### src/rtl/teclado_matricial_if.sv
// Keypad-to-operational-block link: enable in, digit packet and its one-cycle qualifier out.
interface teclado_matricial_if;
  logic             teclado_en;
  logic [19:0][3:0] digitos_value;
  logic             digitos_valid;

  modport master (output teclado_en, input digitos_value, input digitos_valid);
  modport slave  (input teclado_en, output digitos_value, output digitos_valid);
endinterface

### src/rtl/teclado_matricial.sv
// 4x3 keypad scanner with debounce, 20-digit shift buffer and inactivity timeout.
//   state    | meaning
//   SCAN     | rotate active-low row drive, sample columns on the last cycle of each slot
//   DEBOUNCE | row frozen, column pattern must stay equal to the latched one
//   ACCEPT   | one cycle: new digit shifted in, valid pulse visible on the outputs
//   RELEASE  | row frozen until all columns read high for the debounce window
module teclado_matricial #(
  parameter int SCAN_CYC     = 4,
  parameter int DEBOUNCE_CYC = 20,
  parameter int TIMEOUT_CYC  = 5000
) (
  input  logic                 clk,
  input  logic                 rst,
  input  logic [2:0]           col_matriz,
  output logic [3:0]           lin_matriz,
  teclado_matricial_if.slave   bus
);

  typedef enum logic [1:0] {SCAN, DEBOUNCE, ACCEPT, RELEASE} state_t;

  localparam int CNT_MAX = (SCAN_CYC > DEBOUNCE_CYC) ? SCAN_CYC : DEBOUNCE_CYC;
  localparam int CNT_W   = $clog2(CNT_MAX + 1);
  localparam int TMO_W   = $clog2(TIMEOUT_CYC + 1);

  localparam logic [CNT_W-1:0] SCAN_LOAD = CNT_W'(SCAN_CYC - 1);
  localparam logic [CNT_W-1:0] DEB_LOAD  = CNT_W'(DEBOUNCE_CYC - 1);
  localparam logic [TMO_W-1:0] TMO_LOAD  = TMO_W'(TIMEOUT_CYC - 1);
  localparam logic [19:0][3:0] ALL_F     = '1;
  localparam logic [19:0][3:0] ALL_E     = {20{4'hE}};

  logic [2:0]       col_meta, col_s;
  state_t           state_q, state_n;
  logic [1:0]       row_q, row_n;
  logic [3:0]       lin_q, lin_n;
  logic [CNT_W-1:0] cnt_q, cnt_n;
  logic [2:0]       col_lat_q, col_lat_n;
  logic [19:0][3:0] buf_q, buf_n;
  logic [TMO_W-1:0] tmo_q, tmo_n;
  logic             valid_q, valid_n;
  logic [19:0][3:0] value_q, value_n;

  logic             single_low, accept, advance, term_clear, counting, expire;
  logic [1:0]       key_idx;
  logic [3:0]       key_code;

  function automatic logic [3:0] row_drive(input logic [1:0] r);
    row_drive = ~(4'b0001 << r);
  endfunction

  assign single_low = (col_s == 3'b110) || (col_s == 3'b101) || (col_s == 3'b011);

  always_comb begin
    key_idx  = 2'd2;
    key_code = 4'h0;
    case (col_lat_q)
      3'b110:  key_idx = 2'd0;
      3'b101:  key_idx = 2'd1;
      default: key_idx = 2'd2;
    endcase
    if (row_q == 2'd3) begin
      case (key_idx)
        2'd0:    key_code = 4'hA;
        2'd1:    key_code = 4'h0;
        default: key_code = 4'hB;
      endcase
    end else begin
      key_code = {2'b00, row_q} * 4'd3 + {2'b00, key_idx} + 4'd1;
    end
  end

  always_comb begin
    state_n    = state_q;
    row_n      = row_q;
    lin_n      = lin_q;
    cnt_n      = cnt_q;
    col_lat_n  = col_lat_q;
    accept     = 1'b0;
    advance    = 1'b0;
    term_clear = 1'b0;
    unique case (state_q)
      SCAN: begin
        if (lin_q == 4'hF) begin
          lin_n = row_drive(row_q);
          cnt_n = SCAN_LOAD;
        end else if (cnt_q == '0) begin
          if (single_low) begin
            state_n   = DEBOUNCE;
            col_lat_n = col_s;
            cnt_n     = DEB_LOAD;
          end else begin
            advance = 1'b1;
          end
        end else begin
          cnt_n = cnt_q - CNT_W'(1);
        end
      end
      DEBOUNCE: begin
        if (col_s != col_lat_q) begin
          advance = 1'b1;
        end else if (cnt_q == '0) begin
          // Hold one extra cycle behind a timeout pulse so valid never repeats back to back.
          if (!valid_q) begin
            state_n = ACCEPT;
            accept  = 1'b1;
          end
        end else begin
          cnt_n = cnt_q - CNT_W'(1);
        end
      end
      ACCEPT: begin
        state_n    = RELEASE;
        cnt_n      = DEB_LOAD;
        term_clear = (buf_q[0] == 4'hA) || (buf_q[0] == 4'hB);
      end
      RELEASE: begin
        if (col_s != 3'b111) begin
          cnt_n = DEB_LOAD;
        end else if (cnt_q == '0) begin
          advance = 1'b1;
        end else begin
          cnt_n = cnt_q - CNT_W'(1);
        end
      end
      default: state_n = SCAN;
    endcase
    if (advance) begin
      state_n = SCAN;
      row_n   = row_q + 2'd1;
      lin_n   = row_drive(row_q + 2'd1);
      cnt_n   = SCAN_LOAD;
    end
  end

  always_comb begin
    buf_n    = buf_q;
    tmo_n    = tmo_q;
    valid_n  = 1'b0;
    expire   = 1'b0;
    counting = (buf_q != ALL_F) && (state_q != ACCEPT);
    // Accept has priority over an expiring timeout in the same cycle.
    if (accept) begin
      buf_n   = {buf_q[18:0], key_code};
      tmo_n   = TMO_LOAD;
      valid_n = 1'b1;
    end else if (term_clear) begin
      buf_n = ALL_F;
      tmo_n = '0;
    end else if (counting && (tmo_q != '0)) begin
      if (tmo_q == TMO_W'(1)) begin
        expire  = 1'b1;
        buf_n   = ALL_F;
        tmo_n   = '0;
        valid_n = 1'b1;
      end else begin
        tmo_n = tmo_q - TMO_W'(1);
      end
    end
    value_n = expire ? ALL_E : buf_n;
  end

  always_ff @(posedge clk) begin
    if (rst) begin
      col_meta <= 3'b111;
      col_s    <= 3'b111;
    end else begin
      col_meta <= col_matriz;
      col_s    <= col_meta;
    end
  end

  always_ff @(posedge clk) begin
    if (rst || !bus.teclado_en) begin
      state_q   <= SCAN;
      row_q     <= 2'd0;
      lin_q     <= 4'hF;
      cnt_q     <= '0;
      col_lat_q <= 3'b111;
      buf_q     <= ALL_F;
      tmo_q     <= '0;
      valid_q   <= 1'b0;
      value_q   <= ALL_F;
    end else begin
      state_q   <= state_n;
      row_q     <= row_n;
      lin_q     <= lin_n;
      cnt_q     <= cnt_n;
      col_lat_q <= col_lat_n;
      buf_q     <= buf_n;
      tmo_q     <= tmo_n;
      valid_q   <= valid_n;
      value_q   <= value_n;
    end
  end

  assign lin_matriz        = lin_q;
  assign bus.digitos_value = value_q;
  assign bus.digitos_valid = valid_q;

endmodule

### src/flat_wrapper.sv
// flat-port wrapper written by rule: the top's interface ports become plain ports
module teclado_matricial_flat 
#(
  parameter int SCAN_CYC     = 4,
  parameter int DEBOUNCE_CYC = 20,
  parameter int TIMEOUT_CYC  = 5000
)
  (clk, rst, col_matriz, lin_matriz, bus_teclado_en, bus_digitos_value, bus_digitos_valid);
  teclado_matricial_if bus_i ();
  input  logic clk;
  input  logic rst;
  input  logic [2:0] col_matriz;
  output logic [3:0] lin_matriz;
  input wire logic [$bits(bus_i.teclado_en)-1:0] bus_teclado_en;
  output wire logic [$bits(bus_i.digitos_value)-1:0] bus_digitos_value;
  output wire logic [$bits(bus_i.digitos_valid)-1:0] bus_digitos_valid;
  assign bus_i.teclado_en = bus_teclado_en;
  assign bus_digitos_value = bus_i.digitos_value;
  assign bus_digitos_valid = bus_i.digitos_valid;
  teclado_matricial #(.SCAN_CYC(SCAN_CYC), .DEBOUNCE_CYC(DEBOUNCE_CYC), .TIMEOUT_CYC(TIMEOUT_CYC)) u_core (.clk(clk), .rst(rst), .col_matriz(col_matriz), .lin_matriz(lin_matriz), .bus(bus_i));
endmodule
### config.mk
export PLATFORM = sky130hd
export DESIGN_NAME = teclado_matricial_flat
export DESIGN_NICKNAME = d
export VERILOG_FILES = /design/src/rtl/teclado_matricial_if.sv /design/src/rtl/teclado_matricial.sv /design/src/flat_wrapper.sv
export SDC_FILE = /design/constraint.sdc
export NUM_CORES = 1
export LEC_CHECK = 0
export CORE_ASPECT_RATIO = 1.2
export CORE_MARGIN = 5
export CORE_UTILIZATION = 50
export DETAILED_ROUTE_END_ITERATION = 16
export PLACE_DENSITY = 0.83
export SYNTH_ARGS = -nofsm -noshare
export SYNTH_HDL_FRONTEND = slang
export SYNTH_SLANG_ARGS = --single-unit
### constraint.sdc
create_clock -name clk -period 3.4 [get_ports clk]
set_clock_uncertainty 0.05 [all_clocks]
set_input_delay 0.34 -clock clk [delete_from_list [all_inputs] [get_ports clk]]
set_output_delay 0.34 -clock clk [all_outputs]
set_load 0.02 [all_outputs]
Yosys cells after proc, flatten, opt, wreduce, memory -nomap -nowiden

Index checks and enable logic that the tools add are counted.

Multipliers: 1
Shift-type cells: 2
Equal/unequal tests: 27
$add $sub $neg: 5
Reduce and logical (&&, ||, !) cells: 23
Mux-type cells: 47
Bitwise logic cells: 3

Operators with widths:

| cell                                                   | count |
|---|---|
| two-way mux 80 bit                                     | 4 |
| inequality test 80 bit (second input constant)         | 1 |
| two-way mux 77 bit                                     | 1 |
| two-way mux 13 bit                                     | 4 |
| two-way mux 5 bit                                      | 6 |
| one-hot mux 5 bit (4 select lines)                     | 1 |
| two-way mux 1 bit                                      | 16 |
| two-way mux 4 bit                                      | 4 |
| two-way mux 2 bit                                      | 7 |
| == test 13 x 1 -> 1 bit (second input constant)        | 1 |
| nonzero test 13 bit                                    | 1 |
| subtractor 13 x 1 -> 13 bit (second input constant)    | 1 |
| == test 3 bit (second input constant)                  | 4 |
| == test 4 bit (second input constant)                  | 3 |
| inequality test 2 bit (second input constant)          | 4 |
| NOT 4 bit                                              | 2 |
| one-hot mux 4 bit (2 select lines)                     | 1 |
| << shifter 1 x 2 -> 4 bit (first input constant)       | 2 |
| AND reduction 7 bit                                    | 1 |
| == test 2 bit (second input constant)                  | 3 |
| inequality test 2 x 1 -> 1 bit (second input constant) | 3 |
| one-hot mux 2 bit (3 select lines)                     | 1 |
| AND reduction 2 bit                                    | 3 |
| nonzero test 3 bit                                     | 2 |
| 24 further kinds                                       | 32 |

Input bits: 6
Flip-flop bits (word level): 196
Word-level logic and storage cells: 179
Output and inout bits: 85

Longest topological paths before layout

Gate-level depths: netlist (run 1).

Depth after elaboration: 9
Gate-level depth with buffers: 10
Mapped depth without buffers: 10

Least setup slack after synthesis (run 1)

Ideal clock, no wire load.

Path kind: register -> register
Start point: register u_core.state_q[0]
End point: register u_core.buf_q[11] in the netlist's numbering
Period minus slack after synthesis: 2.346 ns
Arrival: 2.180 ns
Cell stages (with the launch flop): 11
Data required time: 3.233 ns
Path slack: 1.054 ns
Buffers on the path: 3
Setup time: 0.117 ns
Path through: dfxtp_1 > inv_1 > ha_1 > nand3_1 > or2_2 > clkbuf_1 > nor3b_1 > o31ai_4 > buf_6 > buf_4 > o22a_1

Longest elaborated chain between the ends: 6
Elaborated cells between the ends (all ways): 10
Classes of those cells: eq/ne (3); mux (5); reduce/logical (2)

Ends and longest elaborated chain:

| element                  | RTL line                 | text |
|---|---|---|
| start: declaration       | teclado_matricial.sv:32  | `state_t state_q, state_n;` |
| start signal: assignment | teclado_matricial.sv:183 | `state_q <= state_n;` |
| inequality test 2 bit    | teclado_matricial.sv:139 | `counting = (buf_q != ALL_F) && (state_q != ACCEPT);` |
| logical AND 1 bit        | teclado_matricial.sv:139 |  |
| logical AND 1 bit        | teclado_matricial.sv:148 | `end else if (counting && (tmo_q != '0)) begin` |
| two-way mux 80 bit       | teclado_matricial.sv:148 |  |
| two-way mux 80 bit       | teclado_matricial.sv:145 | `end else if (term_clear) begin` |
| two-way mux 80 bit (*)   | teclado_matricial.sv:141 | `if (accept) begin` |
| end signal: assignment   | teclado_matricial.sv:188 | `buf_q <= buf_n;` |
| end: declaration         | teclado_matricial.sv:37  | `logic [19:0][3:0] buf_q, buf_n;` |

Every way passes the cells marked *; elsewhere a longest branch is shown, timed or not.
A chain may end at the register's enable or synchronous reset.

Worst setup path in the final report (run 1)

Start point: register u_core.cnt_q[0]
End point: register u_core.value_q, in the netlist u_core.bus.digitos_value[72]

Longest elaborated chain between the ends: 6
Elaborated cells between the ends (all ways): 7
Classes of those cells: mux (6); reduce/logical (1)

Ends and longest elaborated chain:

| element                                                        | RTL line                 | text |
|---|---|---|
| start: declaration                                             | teclado_matricial.sv:35  | `logic [CNT_W-1:0] cnt_q, cnt_n;` |
| start signal: assignment                                       | teclado_matricial.sv:186 | `cnt_q <= cnt_n;` |
| zero test 5 bit (*)                                            | teclado_matricial.sv:100 | `end else if (cnt_q == '0) begin` |
| two-way mux 1 bit (*)                                          | teclado_matricial.sv:100 |  |
| two-way mux 1 bit (*)                                          | teclado_matricial.sv:98  | `if (col_s != col_lat_q) begin` |
| two-way mux 1 bit (*)                                          | teclado_matricial.sv:80  | `unique case (state_q)` |
| two-way mux 80 bit / two-way mux 1 bit (equally long branches) | teclado_matricial.sv:141 |  |
| two-way mux 77 bit (*)                                         | teclado_matricial.sv:158 | `value_n = expire ? ALL_E : buf_n;` |
| end signal: assignment                                         | teclado_matricial.sv:191 | `value_q <= value_n;` |
| end: declaration                                               | teclado_matricial.sv:40  | `logic [19:0][3:0] value_q, value_n;` |

Marked as above.

==> results of run 1 <==
==> sequential cells by signal, indices dropped and copies added, names as in the netlist <==
name	cells
u_core.buf_q	80
u_core.bus.digitos_valid	1
u_core.bus.digitos_value	80
u_core.cnt_q	5
u_core.col_lat_q	3
u_core.col_meta	3
u_core.col_s	3
u_core.lin_matriz	4
u_core.row_q	2
u_core.state_q	2
u_core.tmo_q	13
==> kinds of logic after synthesis <==
logic type,Yosys count
AOI/OAI and AO/OA,210
xor gates and xnor gates,9
adders and majority gates,19
buffers and inverters,55
DFF,196
muxes,9
and+or+nand+nor,168
==> layout make-up <==
cell class	instances	area (um^2)	share of cell area (%)
sequential	196	3920	44.2
multi-input combinational	415	3080	34.7
timing repair buffer	101	1020	11.5
clock buffer	23	488	5.49
tap	175	219	2.46
clock inverter	9	105	1.18
inverter	13	48.8	0.549
==> routing by layer <==
layer | wire, um | vias up | GRT usage (%)
li1 | - | 2664 | -
met4 | 536 | 0 | 8.14
met1 | 7360 | 2647 | 24.4
met2 | 9320 | 184 | 39.3
met3 | 754 | 35 | 4.29
met5 | 0 | - | 0
==> power by group through the flow <==
| stage | Clock (mW) | Combinational, mW | Sequential (mW) |
|---|---|---|---|
| after floorplan | 0 | 0.306 | 2.40 |
| after global placement | 0 | 0.400 | 2.39 |
| after detailed placement | 0 | 0.410 | 2.40 |
| after CTS | 2.02 | 0.412 | 2.34 |
| after global routing | 2.14 | 0.456 | 2.35 |
| final | 1.99 | 0.413 | 2.34 |
==> through the flow <==
| step | hold WS (ns) | instance area [um^2] | utilization [%] | total power [mW] |
|---|---|---|---|---|
| after detailed placement | 0.350 | 8290 | 57.8 | 2.81 |
| after global placement | 0.349 | 8290 | 57.8 | 2.79 |
| final | 0.364 | 8890 | 61.9 | 4.74 |
| after CTS | 0.368 | 8890 | 61.9 | 4.78 |
| after global routing | 0.379 | 8890 | 61.9 | 4.94 |
| after floorplan | 0.339 | 7280 | - | 2.71 |
==> worst paths after layout <==
path                      start  depth (start not counted)  slack [ns]                            to
min reg2reg  u_core.col_meta[2]                          1        0.36               u_core.col_s[2]
max             u_core.cnt_q[0]                         10        0.51  u_core.bus.digitos_value[72]
max reg2reg     u_core.cnt_q[0]                         10        0.51  u_core.bus.digitos_value[72]
min          u_core.col_meta[2]                          1        0.36               u_core.col_s[2]
==> worst register-to-register path: cells and delay by family (launching register included) <==
kind,cells,cell delay (ns)
compound gates,2,0.45
simple gates,4,1.14
flops,1,0.33
buf+inv,3,0.65
fa+ha+maj,1,0.21
==> cells in the final DEF (no fill, tap or decap), types with 2 or more instances in the layout <==
| master | Yosys | final |
|---|---|---|
| mux2_1 | 4 | 4 |
| ha_1 | 18 | 18 |
| xor2_1 | 4 | 4 |
| nand4b_1 | 2 | 2 |
| nand3_1 | 16 | 16 |
| a21oi_1 | 26 | 26 |
| inv_6 | 0 | 6 |
| nor3_1 | 10 | 9 |
| clkbuf_1 | 26 | 2 |
| buf_4 | 6 | 8 |
| clkbuf_8 | 0 | 4 |
| clkdlybuf4s50_1 | 0 | 90 |
| o211ai_1 | 6 | 6 |
| nand3b_1 | 3 | 3 |
| o21ai_1 | 2 | 2 |
| inv_1 | 12 | 12 |
| nor3_2 | 3 | 4 |
| a22oi_1 | 2 | 2 |
| and3_1 | 3 | 3 |
| xnor2_1 | 5 | 5 |
| nor4_1 | 7 | 7 |
| and3b_1 | 2 | 2 |
| a211oi_1 | 3 | 3 |
| clkbuf_16 | 0 | 17 |
| nor2_1 | 25 | 25 |
| buf_12 | 0 | 3 |
| inv_8 | 0 | 2 |
| or2_2 | 8 | 8 |
| a311oi_1 | 6 | 6 |
| o32a_1 | 4 | 4 |
| dfxtp_1 | 196 | 196 |
| o31a_1 | 2 | 2 |
| o21ai_0 | 14 | 14 |
| nor2b_1 | 23 | 23 |
| nand2_1 | 28 | 27 |
| nor3b_1 | 3 | 3 |
| o22a_1 | 133 | 133 |
| mux2i_1 | 5 | 5 |
| nand4_1 | 22 | 22 |
| nand2b_1 | 4 | 4 |
==> results.py, run 1 <==
metrics = {
    "critical_path": {
        "timing.critical_path.from_type": "register",
        "critical_path.n_buffers_inverters": 3,
        "critical_path_cell_with_the_highest_stage_delay": "nor4_4",
        "required_time_at_the_endpoint_of_the_critical_path_ns": 3.71,
        "worst_path_maximum_fanout": 28,
        "cp_cell_sequence": "inv_1 > ha_1 > nor4b_4 > inv_2 > nor4_4 > nor3b_1 > o31ai_4 > buf_4 > o22a_1 > nor2b_1",
        "cp.arrival_ns": 3.19,
        "timing.critical_path.max_delay_family": "simple AND/OR/NAND/NOR gates",
        "crit_path_max_incr_delay_ns": 0.50,
        "setup.worst_path.end_class": "register",
        "timing_worst_setup_path_type": "register to register",
    },
    "sta": {
        "slew_headroom_pct": 48.7,
        "worst_slack_ns": 0.513,
        "setup_viol": 0,
        "post_route_clock_period_utilization_pct": 84.9,
        "final-hold-violation-count": 0,
        "timing.final.max_slew_violations": 0,
        "fin_crit_ns": 2.89,
        "unrepaired_setup_endpoints_after_global_routing": "no",
        "max_freq_mhz": 346,
        "worst_slew_pin_slew_ns": 0.764,
        "final.setup.tns_ns": 0,
    },
    "clock_tree": {
        "clk-insertion-delay-late_ns": 0.42,
        "clock_sinks": 196,
        "cts_resized": 0,
        "cts_root_buf": "clkbuf_16",
        "post-cts-setup-buffers": 0,
        "tritoncts": "done",
        "clock_path_buffers": 2,
        "clk_pin_slew_worst_paths_ns": 0.07,
        "cts_inserted_buffers": 17,
        "cts-hold-fix-buffers": 0,
        "htree_levels": 4,
    },
    "power_and_ir_drop": {
        "pwr-share-seq_pct": 49.4,
        "combinationalPowerShare_pct": 8.7,
        "vdd_ir_drop_max_uv": 358,
        "p_per_area_nw_per_um2": 534,
        "internal_power_mw": 3.60,
        "netSwitchingPower_mw": 1.15,
        "leakage_nw": 3.23,
        "part_of_the_power_in_the_clock_network_pct": 41.9,
        "power.switching_fraction_pct": 24.2,
    },
    "die": {
        "std_cell_rows": 48,
        "dieHeight_um": 142,
        "floorplan.die_area_um2": 17100,
        "die_x_um": 120,
        "initial_utilization_pct": 50.7,
        "core_outline_area_um2": 14400,
        "io_pins": 91,
    },
    "placed_design": {
        "dp_worst_setup_slack_ns": 0.545,
        "numPortBuffers": 90,
        "final_estimated_routing_congestion_in_global_placement": 0.901,
        "dp.final_hpwl_um": 12800,
        "placed_cells": 900,
    },
    "cells_and_area": {
        "finish.cell_count_without_fillers": 932,
        "drive_above_1_share_pct": 8.19,
        "n_diodes": 0,
        "area_delta_synth_final_pct": 22.0,
        "fill_cells": 1150,
        "fin_nets": 769,
    },
    "logic_synthesis": {
        "post_synth_main_area_contributors": "dfxtp_1 (54%), o22a_1 (16%), ha_1 (3.1%), nor2b_1 (2.0%), nand4_1 (1.9%)",
        "synth_flop_cell": "dfxtp_1",
        "yosysMostFrequentCell": "dfxtp_1",
        "post_synth_top_area_share_pct": 53.9,
        "synth.yosys.seq_area_share_pct": 53.9,
        "post_synth_fa_ha_maj_area_fraction_pct": 3.37,
        "synth_nets": 691,
        "synthCells": 666,
        "yosys_reg_bits": 196,
        "synthesis.yosys.warnings": 0,
        "synth.distinct_cells": 60,
        "synth_compound_gate_area_share_pct": 23.1,
        "number_of_enable_type_register_cells_in_the_synthesized_netlist": 0,
        "post_synth_mux_area_share_pct": 1.31,
        "synth_largest_area_cell": "dfxtp_1",
        "basic_gate_share_of_the_synthesized_area_counting_and_or_nand_and_nor_cells_pct": 13.3,
        "synth_xor_xnor_area_share_pct": 1.08,
        "synth.top_cells.by_count": "dfxtp_1 (196), o22a_1 (133), nand2_1 (28)",
        "syn_avg_cell_area_um2": 10.9,
        "async_flop_share_pct": 0,
        "combinational_family_with_the_most_area_after_synthesis": "compound AO/OA/AOI/OAI gates",
        "synth.cell_area_um2": 7280,
    },
    "status": {
        "result_of_the_run": "finished clean",
    },
    "hold_path": {
        "worst_hold_path_type": "register to register",
    },
    "global_routing": {
        "grt_start_max_net_pins": 71,
        "grt_pass1_wl_um": 29100,
        "gr-total-overflow": 0,
        "grt_pass1_vias": 5601,
        "track_usage_pct": 21.4,
        "antenna_found_initial": 0,
    },
    "job": {
        "maxCapViolations": 0,
    },
    "detailed_routing": {
        "antenna_left": 0,
        "post_drt_via_cell_ratio": 5.93,
        "post-route-drc-count": 0,
        "post_drt_wl_per_cell_um": 19.3,
        "dr_total_vias": 5530,
        "finalWirelength_um": 18000,
        "initial_drt_pass_iterations": 5,
        "first_iter_violations": 403,
    },
}
(Power assumes the default switching activity.)
==> run 2: changes to the inputs <==
==> constraint.sdc (replaced) <==
create_clock -name clk -period 3 [get_ports clk]
set_clock_uncertainty 0.05 [all_clocks]
set_input_delay 0.3 -clock clk [delete_from_list [all_inputs] [get_ports clk]]
set_output_delay 0.3 -clock clk [all_outputs]
set_load 0.02 [all_outputs]
==> results.py, run 2 (synthesized netlist as in run 1, its figures left out) <==
metrics = {
    "status": {
        "result_of_the_run": "finished clean",
    },
    "die": {
        "std_cell_rows": 48,
        "initial_utilization_pct": 50.7,
        "floorplan.die_area_um2": 17100,
        "io_pins": 91,
        "core_outline_area_um2": 14400,
        "die_x_um": 120,
        "dieHeight_um": 142,
    },
    "global_routing": {
        "gr-total-overflow": 0,
        "grt_pass1_wl_um": 28100,
        "track_usage_pct": 20.8,
        "antenna_found_initial": 0,
        "grt_pass1_vias": 5464,
        "grt_start_max_net_pins": 78,
    },
    "clock_tree": {
        "cts_inserted_buffers": 17,
        "clk_pin_slew_worst_paths_ns": 0.07,
        "cts-hold-fix-buffers": 0,
        "tritoncts": "done",
        "cts_root_buf": "clkbuf_16",
        "post-cts-setup-buffers": 0,
        "htree_levels": 4,
        "clock_sinks": 196,
        "clock_path_buffers": 2,
        "clk-insertion-delay-late_ns": 0.43,
        "cts_resized": 0,
    },
    "detailed_routing": {
        "antenna_left": 0,
        "post_drt_via_cell_ratio": 5.99,
        "first_iter_violations": 502,
        "post-route-drc-count": 0,
        "initial_drt_pass_iterations": 5,
        "post_drt_wl_per_cell_um": 19.0,
        "finalWirelength_um": 17900,
        "dr_total_vias": 5632,
    },
    "sta": {
        "max_freq_mhz": 368,
        "final-hold-violation-count": 0,
        "unrepaired_setup_endpoints_after_global_routing": "no",
        "final.setup.tns_ns": 0,
        "fin_crit_ns": 2.71,
        "post_route_clock_period_utilization_pct": 90.5,
        "worst_slew_pin_slew_ns": 0.933,
        "timing.final.max_slew_violations": 0,
        "setup_viol": 0,
        "slew_headroom_pct": 37.4,
    },
    "critical_path": {
        "timing_worst_setup_path_type": "register to register",
        "worst_setup_path_startpoint": "u_core.state_q[0]",
        "regToRegSetupSlack_ns": 0.29,
        "crit_path_max_incr_delay_ns": 0.44,
        "cp.arrival_ns": 2.95,
        "worst_path_maximum_fanout": 33,
        "worst_r2r_endpoint": "u_core.bus.digitos_value[76]",
        "critical_path_cell_with_the_highest_stage_delay": "dfxtp_1",
        "regToRegStartpoint": "u_core.state_q[0]",
        "worst-path-stages": 9,
        "critical_path.endpoint": "u_core.bus.digitos_value[76]",
        "critical_path.n_buffers_inverters": 2,
        "required_time_at_the_endpoint_of_the_critical_path_ns": 3.24,
        "timing.critical_path.from_type": "register",
        "setup.worst_path.end_class": "register",
        "timing.critical_path.max_delay_family": "simple AND/OR/NAND/NOR gates",
        "cp_cell_sequence": "inv_1 > ha_1 > nand3_1 > or2_2 > nor3b_2 > o31ai_4 > buf_12 > o22a_1 > nor2b_1",
        "reg2reg_depth": 9,
    },
    "placed_design": {
        "final_estimated_routing_congestion_in_global_placement": 0.954,
        "placed_inst_area_um2": 8350,
        "dp.final_hpwl_um": 12800,
        "numPortBuffers": 90,
    },
    "cells_and_area": {
        "drive_above_1_share_pct": 9.54,
        "n_diodes": 0,
        "area_delta_synth_final_pct": 23.8,
        "most-common-layout-cells": "dfxtp_1 (196), o22a_1 (133), clkdlybuf4s50_1 (90)",
        "mostFrequentLayoutCell": "dfxtp_1",
        "fin_nets": 777,
        "post-route-cell-area_um2": 9020,
    },
    "job": {
        "maxCapViolations": 0,
    },
    "power_and_ir_drop": {
        "p_per_area_nw_per_um2": 621,
        "leakage_nw": 3.29,
        "vdd_ir_drop_max_uv": 422,
    },
    "hold_path": {
        "worst_hold_path_type": "register to register",
    },
}
## run 2: changes by cell type in the layout (fill, tap and decap cells not counted), sizes merged
cell,delta
clkbuf,-5
buf,+7
inv,-3
clkinv,+4
o31ai,+1
bufinv,+3
clkinvlp,+1
## run 2: metal layers
layer	wire length, um	vias up	track usage [%]
met5	0	-	0
met3	864	35	5.77
met2	9160	186	36.5
met4	527	0	7.78
li1	-	2688	-
met1	7310	2723	24.2
## run 2: per-stage QoR
stage                     hold WS, ns  utilization [%]  std cells  setup slack [ns]  total power, mW
after floorplan                 0.339                -        666             0.654             3.07
after global placement          0.350             58.2        907             0.234             3.16
after detailed placement        0.349             58.2        907             0.160             3.19
after CTS                       0.364             62.7        939             0.136             5.62
after global routing            0.371             62.8        940             0.134             5.80
final                           0.360             62.8        940             0.285             5.60
## run 2: where the power goes
part | internal (mW) | switching [mW] | leakage [nW]
Combinational | 0.193 | 0.285 | 1.38
Sequential | 2.63 | 0.0326 | 1.59
Clock | 1.45 | 1.02 | 0.319
Total | 4.27 | 1.33 | 3.29
## run 2: worst min path at each step
stage | slack (ns) | depth (start not counted) | end | startpoint
finish | 0.36 | 1 | u_core.col_s[0] | u_core.col_meta[0]
global route | 0.37 | 1 | u_core.col_s[0] | u_core.col_meta[0]
CTS | 0.36 | 1 | u_core.col_s[0] | u_core.col_meta[0]
detailed placement | 0.35 | 1 | u_core.col_s[0] | u_core.col_meta[0]
global placement | 0.35 | 1 | u_core.col_s[0] | u_core.col_meta[0]
floorplan | 0.34 | 1 | u_core.col_s[0] | u_core.col_meta[0]
## run 2: cell type report
cell class,count,area [um^2]
inverters,13,48.8
repair buffers,108,1070
clock inverters,14,216
well taps,175,219
multi-input cells,416,3100
flip-flops and latches,196,3920
fillers,1090,5330
clock buffers,18,439
## run 2: worst reg2reg max path, delay by kind of cell (launching register included)
family                     cells  cell delay (ns)
buffers and inverters          2             0.38
AOI/OAI and AO/OA              2             0.51
and+or+nand+nor                4             0.89
DFF                            1             0.44
adders and majority gates      1             0.31
